--- src/rtl/sram_arb_pkg.sv ---
`default_nettype none
// ============================================================================
// Module   : sram_arb_pkg
// Brief    : Shared widths, requester-index type and round-robin pick helper
//            for the sram_port_arbiter slice.
// Revision : 1.0 - initial release
// ============================================================================
package sram_arb_pkg;

   localparam int c_def_addr_w  = 16;
   localparam int c_def_data_w  = 128;
   localparam int c_max_num_req = 8;
   localparam int c_req_idx_w   = $clog2(c_max_num_req);

   typedef logic [c_req_idx_w-1:0]   req_idx_t;
   typedef logic [c_max_num_req-1:0] req_vec_t;

   // First asserted request at or above ptr, wrapping at num_req; one-hot result.
   function automatic req_vec_t rr_pick(input req_vec_t req, input req_idx_t ptr,
                                        input int num_req);
      req_vec_t gnt;
      int       idx;
      logic     found;
      gnt   = '0;
      found = 1'b0;
      for (int k = 0; k < c_max_num_req; k++) begin
         idx = int'(ptr) + k;
         if (idx >= num_req) idx = idx - num_req;
         if ((k < num_req) && !found && req[idx[c_req_idx_w-1:0]]) begin
            gnt[idx[c_req_idx_w-1:0]] = 1'b1;
            found                     = 1'b1;
         end
      end
      return gnt;
   endfunction

endpackage
`default_nettype wire

--- src/rtl/rr_arbiter.sv ---
`default_nettype none
// ============================================================================
// Module   : rr_arbiter
// Brief    : Round-robin arbiter; pointer moves past the winner only when the
//            grant is enabled, so a vetoed candidate keeps its priority.
// Revision : 1.0 - initial release
// ============================================================================
module rr_arbiter
   import sram_arb_pkg::*;
#(
   parameter int NUM_REQ = 4
) (
   input  logic               clock,
   input  logic               rst_n,
   input  logic [NUM_REQ-1:0] req,
   input  logic               en,
   output logic [NUM_REQ-1:0] pick,
   output logic [NUM_REQ-1:0] gnt
);

   req_vec_t w_req_ext;
   req_vec_t w_pick_ext;
   req_idx_t r_ptr;
   req_idx_t w_win_idx;
   logic     w_unused_pick;

   always_comb begin
      w_req_ext              = '0;
      w_req_ext[NUM_REQ-1:0] = req;
   end

   assign w_pick_ext    = rr_pick(w_req_ext, r_ptr, NUM_REQ);
   assign pick          = w_pick_ext[NUM_REQ-1:0];
   assign w_unused_pick = ^w_pick_ext;
   assign gnt           = en ? pick : '0;

   always_comb begin
      w_win_idx = '0;
      for (int i = 0; i < NUM_REQ; i++) begin
         if (pick[i]) w_win_idx = req_idx_t'(i);
      end
   end

   always_ff @(posedge clock or negedge rst_n) begin
      if (!rst_n) begin
         r_ptr <= '0;
      end else if (|gnt) begin
         r_ptr <= (w_win_idx == req_idx_t'(NUM_REQ - 1)) ? '0 : w_win_idx + req_idx_t'(1);
      end
   end

endmodule
`default_nettype wire

--- src/rtl/sram_port_arbiter.sv ---
`default_nettype none
// ============================================================================
// Module   : sram_port_arbiter
// Brief    : Shares one 1R1W SRAM among NUM_REQ requesters with independent
//            round-robin read/write arbitration. ARB_STATS_EN adds counters.
// Revision : 1.0 - initial release
// ============================================================================
module sram_port_arbiter
   import sram_arb_pkg::*;
#(
   parameter int NUM_REQ  = 4,
   parameter int ADDR_W   = c_def_addr_w,
   parameter int DATA_W   = c_def_data_w,
   parameter int READ_LAT = 1
) (
   input  logic                      clock,
   input  logic                      rst_n,
   input  logic [NUM_REQ-1:0]        rdReq,
   input  logic [NUM_REQ*ADDR_W-1:0] rdAddr,
   output logic [NUM_REQ-1:0]        rdGnt,
   output logic [NUM_REQ-1:0]        rdValid,
   output logic [DATA_W-1:0]         rdData,
   input  logic [NUM_REQ-1:0]        wrReq,
   input  logic [NUM_REQ*ADDR_W-1:0] wrAddr,
   input  logic [NUM_REQ*DATA_W-1:0] wrVal,
   output logic [NUM_REQ-1:0]        wrGnt,
   output logic [ADDR_W-1:0]         ReadAddress,
   input  logic [DATA_W-1:0]         ReadBus,
   output logic                      WE,
   output logic [ADDR_W-1:0]         WriteAddress,
   output logic [DATA_W-1:0]         WriteBus,
   output logic                      idle
`ifdef ARB_STATS_EN
   ,
   output logic [31:0]               conflictCount,
   output logic [NUM_REQ*32-1:0]     grantCount
`endif
);

   logic [NUM_REQ-1:0]              w_rd_pick;
   logic [NUM_REQ-1:0]              w_wr_pick;
   logic [ADDR_W-1:0]               w_rd_addr;
   logic [ADDR_W-1:0]               w_wr_addr;
   logic [DATA_W-1:0]               w_wr_data;
   logic                            w_conflict;
   logic [READ_LAT:0][NUM_REQ-1:0]  r_tag_pipe;

   always_comb begin
      w_rd_addr = '0;
      w_wr_addr = '0;
      w_wr_data = '0;
      for (int i = 0; i < NUM_REQ; i++) begin
         if (w_rd_pick[i]) w_rd_addr = rdAddr[i*ADDR_W +: ADDR_W];
         if (w_wr_pick[i]) begin
            w_wr_addr = wrAddr[i*ADDR_W +: ADDR_W];
            w_wr_data = wrVal[i*DATA_W +: DATA_W];
         end
      end
   end

   // Write wins a same-address collision; the read retries and sees new data.
   assign w_conflict = (|w_rd_pick) && (|w_wr_pick) && (w_rd_addr == w_wr_addr);

   rr_arbiter #(.NUM_REQ(NUM_REQ)) u_rd_arb (
      .clock (clock),
      .rst_n (rst_n),
      .req   (rdReq),
      .en    (!w_conflict),
      .pick  (w_rd_pick),
      .gnt   (rdGnt)
   );

   rr_arbiter #(.NUM_REQ(NUM_REQ)) u_wr_arb (
      .clock (clock),
      .rst_n (rst_n),
      .req   (wrReq),
      .en    (1'b1),
      .pick  (w_wr_pick),
      .gnt   (wrGnt)
   );

   always_ff @(posedge clock or negedge rst_n) begin
      if (!rst_n) begin
         ReadAddress  <= '0;
         WE           <= 1'b0;
         WriteAddress <= '0;
         WriteBus     <= '0;
      end else begin
         if (|rdGnt) ReadAddress <= w_rd_addr;
         WE <= |wrGnt;
         if (|wrGnt) begin
            WriteAddress <= w_wr_addr;
            WriteBus     <= w_wr_data;
         end
      end
   end

   // Stage 0 mirrors ReadAddress; stage READ_LAT lines up with ReadBus.
   always_ff @(posedge clock or negedge rst_n) begin
      if (!rst_n) begin
         r_tag_pipe <= '0;
      end else begin
         r_tag_pipe[0] <= rdGnt;
         for (int k = 1; k <= READ_LAT; k++) r_tag_pipe[k] <= r_tag_pipe[k-1];
      end
   end

   assign rdValid = r_tag_pipe[READ_LAT];
   assign rdData  = ReadBus;
   assign idle    = !(|rdReq) && !(|wrReq) && !(|r_tag_pipe) && !WE;

`ifdef ARB_STATS_EN
   logic [31:0] r_conflict_cnt;

   always_ff @(posedge clock or negedge rst_n) begin
      if (!rst_n) begin
         r_conflict_cnt <= '0;
      end else if (w_conflict && (r_conflict_cnt != '1)) begin
         r_conflict_cnt <= r_conflict_cnt + 32'd1;
      end
   end

   assign conflictCount = r_conflict_cnt;

   for (genvar i = 0; i < NUM_REQ; i++) begin : g_grant_cnt
      logic [31:0] r_cnt;
      logic [32:0] w_sum;

      assign w_sum = {1'b0, r_cnt} + 33'(rdGnt[i]) + 33'(wrGnt[i]);

      always_ff @(posedge clock or negedge rst_n) begin
         if (!rst_n) begin
            r_cnt <= '0;
         end else begin
            r_cnt <= w_sum[32] ? '1 : w_sum[31:0];
         end
      end

      assign grantCount[i*32 +: 32] = r_cnt;
   end
`endif

endmodule
`default_nettype wire

--- config.mk ---
export PLATFORM = sky130hd
export DESIGN_NAME = sram_port_arbiter
export DESIGN_NICKNAME = d
export VERILOG_FILES = /design/src/rtl/sram_arb_pkg.sv /design/src/rtl/rr_arbiter.sv /design/src/rtl/sram_port_arbiter.sv
export SDC_FILE = /design/constraint.sdc
export NUM_CORES = 1
export LEC_CHECK = 0
export BUFFER_PORTS_ARGS = -buffer_cell sky130_fd_sc_hd__buf_4
export CAP_MARGIN = 20
export CORE_AREA = 2 2 423 425
export DETAILED_ROUTE_END_ITERATION = 7
export DIE_AREA = 0 0 425 427
export MAX_ROUTING_LAYER = met4
export PLACE_DENSITY = 0.3
export SYNTH_ARGS = -nofsm -noshare
export SYNTH_HDL_FRONTEND = slang
export SYNTH_HIERARCHICAL = 1
export SYNTH_SLANG_ARGS = --single-unit
--- constraint.sdc ---
create_clock -name clock -period 5.1 [get_ports clock]
set_clock_uncertainty 0.2 [all_clocks]
set_input_delay 0.255 -clock clock [delete_from_list [all_inputs] [get_ports clock]]
set_output_delay 0.255 -clock clock [all_outputs]
set_load 0.05 [all_outputs]
==> reports/qor.txt <==
relative max-transition margin - 0.352
synthesized area per cell - 9.21 µm²
Routed WL per cell - 22.9 µm
Int Pwr - 12.5 mW
GRT overflow - 0
P_leak - 11.2 nW
outcome - finished, final reports clean
Slew @ Worst Pin - 972 ps
Worst R2R Start - u_wr_arb/r_ptr[1]
reg2reg setup slack - 40 ps
Combinational Power Share - 0.839
RSZ-0062 raised after global routing - yes
NetSw - 12.5 mW
TritonCTS clock tree - done
H-tree depth - 4
Cells after Synth - 1241
core box area - 177000 µm²
WP buf/inv - 9
sequential share of power - 0.102
Worst Setup EP - rdGnt[2]
initial antenna violation count - 42
worst-path cell chain - inv_2, ha_4, mux4_2, buf_6, nand2_2, o21ai_2, a221oi_2, buf_4, inv_8, buf_4, bufbuf_16, a221o_1, a22oi_1, xor2_1, nor3_1, buf_4, nand4_1, and2_4, buf_6, buf_12
DR iter-0 viols - 915
pwr/cell area - 967 nW/µm²
Fmax - 196 MHz
layout cells sized above 1 - 0.440
area grow syn2layout - 126%
cell mode on critical path - buf_4
clock network power share - 0.059
clock-pin slew on the worst setup and hold paths - 80 ps
Place WS - -598 ps
crit path max-delay cell type - a22oi_1
Die Ht - 427 µm
final worst slack - 3.64 ps
ranking of synthesized cells by area - dfrtp_1 (38%), a221oi_1 (11%), o31ai_1 (9.0%)
Initial Utilization - 0.0645
Crit path max-delay family - buffers and inverters
CP Launch Point - u_wr_arb/r_ptr[1]
top post-synthesis cells by count - dfrtp_1 (173), nand2_1 (170), a221oi_1 (141)
FF-to-FF End - ReadAddress[5]
critical setup path kind - flop to output pin
Yosys cell types - 59
Die W - 425 µm
maximum capacitance violations - 0
All-Layer GR Usage - 0.118
fin crit share - 0.999
Worst EP arrival - 4640 ps
Hold/Removal Path Class - input port to flop
Post-layout nets - 3198
Final ANT Viol Nets - 0
CP Capture Type - output pin
Peak VDD IR - 603 µV
Worst Path Required - 4640 ps
Num Clock Sinks - 173
Clock Latency Late Sink - 540 ps
prevailing post-synth register cell - dfrtp_1
WL final - 110 mm
Net Sw Frac - 0.499
DP Wirelength - 88.9 mm
I/O Buffers - 823
most frequent cell after synthesis - dfrtp_1
vias in the first global route - 15619
slowest stage delay, CP - 400 ps
Yosys warning count - 6
Root Driver - clkbuf_16
Post-Syn Area - 11400 µm²
Synth top area share - 0.379
iteration count of the initial detailed-routing pass - 5
drc violations - 0
register area share after synthesis - 0.379
largest net degree at the start of global routing - 109
gp weighted congestion - 0.830
final setup vio count - 0
CP Max Fanout - 11
Num CTS Buffers - 17
Max clock buf depth - 2
Post-synth ARST share - 1.00
CP Launch Type - flop
Rows - 155
Yosys top cell by area - dfrtp_1
Worst Reg-to-Reg Cells - 26
Seq cells post-synth - 173
Crit path depth - 20
Post-synth EDFFs - 0
max-slew violations - 0
final hold violations - 0
final setup TNS - 0 ps
via count - 15418
first-pass GRT wire length - 141 mm
vias per cell - 3.21
Die Footprint - 181000 µm²
Ports - 1080
min Tclk post-route - 5100 ps
worst min path at each step:
stage,end,slack (ps),start,cells after the start
floorplan,ReadAddress[0],-240,rst_n,0
global placement,WriteBus[44],70,rst_n,1
detailed placement,WriteBus[44],70,rst_n,1
CTS,WriteBus[27],4,wrVal[283],4
global route,WriteAddress[4],9,wrAddr[36],3
finish,WriteAddress[4],20,wrAddr[36],3
layer usage:
layer,vias to the layer above,track usage,part of all wire
met4,0,0.0355,0.024
met5,-,-,0
met1,7652,0.133,0.40
met3,136,0.0357,0.064
met2,526,0.201,0.51
li1,7104,-,-
worst register-to-register path: stages (launching register included):
cell,delay (ps)
dfrtp_1,390
inv_2,70
ha_4,270
mux4_2,390
buf_6,170
nand2_2,50
o21ai_2,60
a221oi_2,210
buf_4,190
inv_8,40
buf_4,140
bufbuf_16,280
a221o_1,310
a22oi_1,400
xor2_1,130
nor3_1,160
buf_4,150
nand4_1,210
and2b_4,240
buf_6,120
buf_6,110
nor4_4,270
buf_6,170
buf_4,110
buf_4,90
nand2_1,40
nand2_1,50
final cells by class:
class | count | area [µm²]
Sequential cell | 173 | 4330
Clock inverter | 11 | 131
Tap cell | 2355 | 2950
Fill cell | 20334 | 151000
Antenna cell | 26 | 65.1
Multi-Input combinational cell | 801 | 5950
Timing Repair Buffer | 1389 | 11900
Inverter | 23 | 100
Clock buffer | 20 | 447
state kept, by name, summed over array words and instances, names as in the netlist:
name and flops:
ReadAddress 16, WE 1, WriteAddress 16, WriteBus 128
r_tag_pipe 4, rdValid 4, u_rd_arb/r_ptr 2, u_wr_arb/r_ptr 2
power groups by stage:
stage | sequential (mW) | clock, mW | combinational, mW
2_1_floorplan | 4.54 | 0 | 7.68
3_3_place_gp | 2.57 | 0 | 15.9
3_5_place_dp | 2.57 | 0 | 15.9
4_1_cts | 2.55 | 1.58 | 20.7
5_1_grt | 2.63 | 1.61 | 22.6
6_report | 2.55 | 1.49 | 21.0
cells in the final DEF (no fill, tap or decap), types with 12 or more instances in the layout:
cell / Yosys / layout
a21oi_1: 21 / 21
a221o_1: 22 / 22
a221oi_1: 141 / 127
buf_12: 0 / 17
buf_4: 133 / 910
buf_6: 4 / 19
clkbuf_16: 0 / 19
dfrtp_1: 173 / 173
diode_2: 0 / 26
dlygate4sd3_1: 0 / 437
ha_1: 15 / 13
inv_1: 20 / 12
nand2_1: 170 / 163
nor2_1: 20 / 16
o21ai_1: 9 / 13
o22ai_1: 136 / 136
o31ai_1: 137 / 135
through the flow:
stage | power (mW) | area (µm²) | util | instances | hold slack, ps
final | 25.0 | 25900 | 0.146 | 4798 | 19.7
after global routing | 26.9 | 25900 | 0.146 | 4796 | 8.89
after CTS | 24.9 | 25500 | 0.144 | 4760 | 3.94
after detailed placement | 18.5 | 19900 | 0.112 | 4259 | 72.4
after global placement | 18.5 | 19900 | 0.112 | 4259 | 67.3
after floorplan | 12.2 | 11500 | - | 1248 | -241
cell families after synthesis:
group	after synthesis	share of synthesized area
AO/OA/AOI/OAI	519	0.340
XOR/XNOR	12	0.00920
adder cells (fa/ha/maj)	15	0.0164
buffers and inverters	276	0.143
flip-flops	173	0.379
multiplexers	8	0.0171
other	1	0.000328
AND/OR/NAND/NOR	237	0.0951
what timing repair did:
action,in CTS,in global routing
endpoints found under the hold margin,212,3
buffers inserted,33,8
gates cloned,4,2
pin swaps,17,19
hold buffers,434,3
gates resized for setup,68,44
setup endpoints to repair,20,33
(Power assumes the default switching activity.)
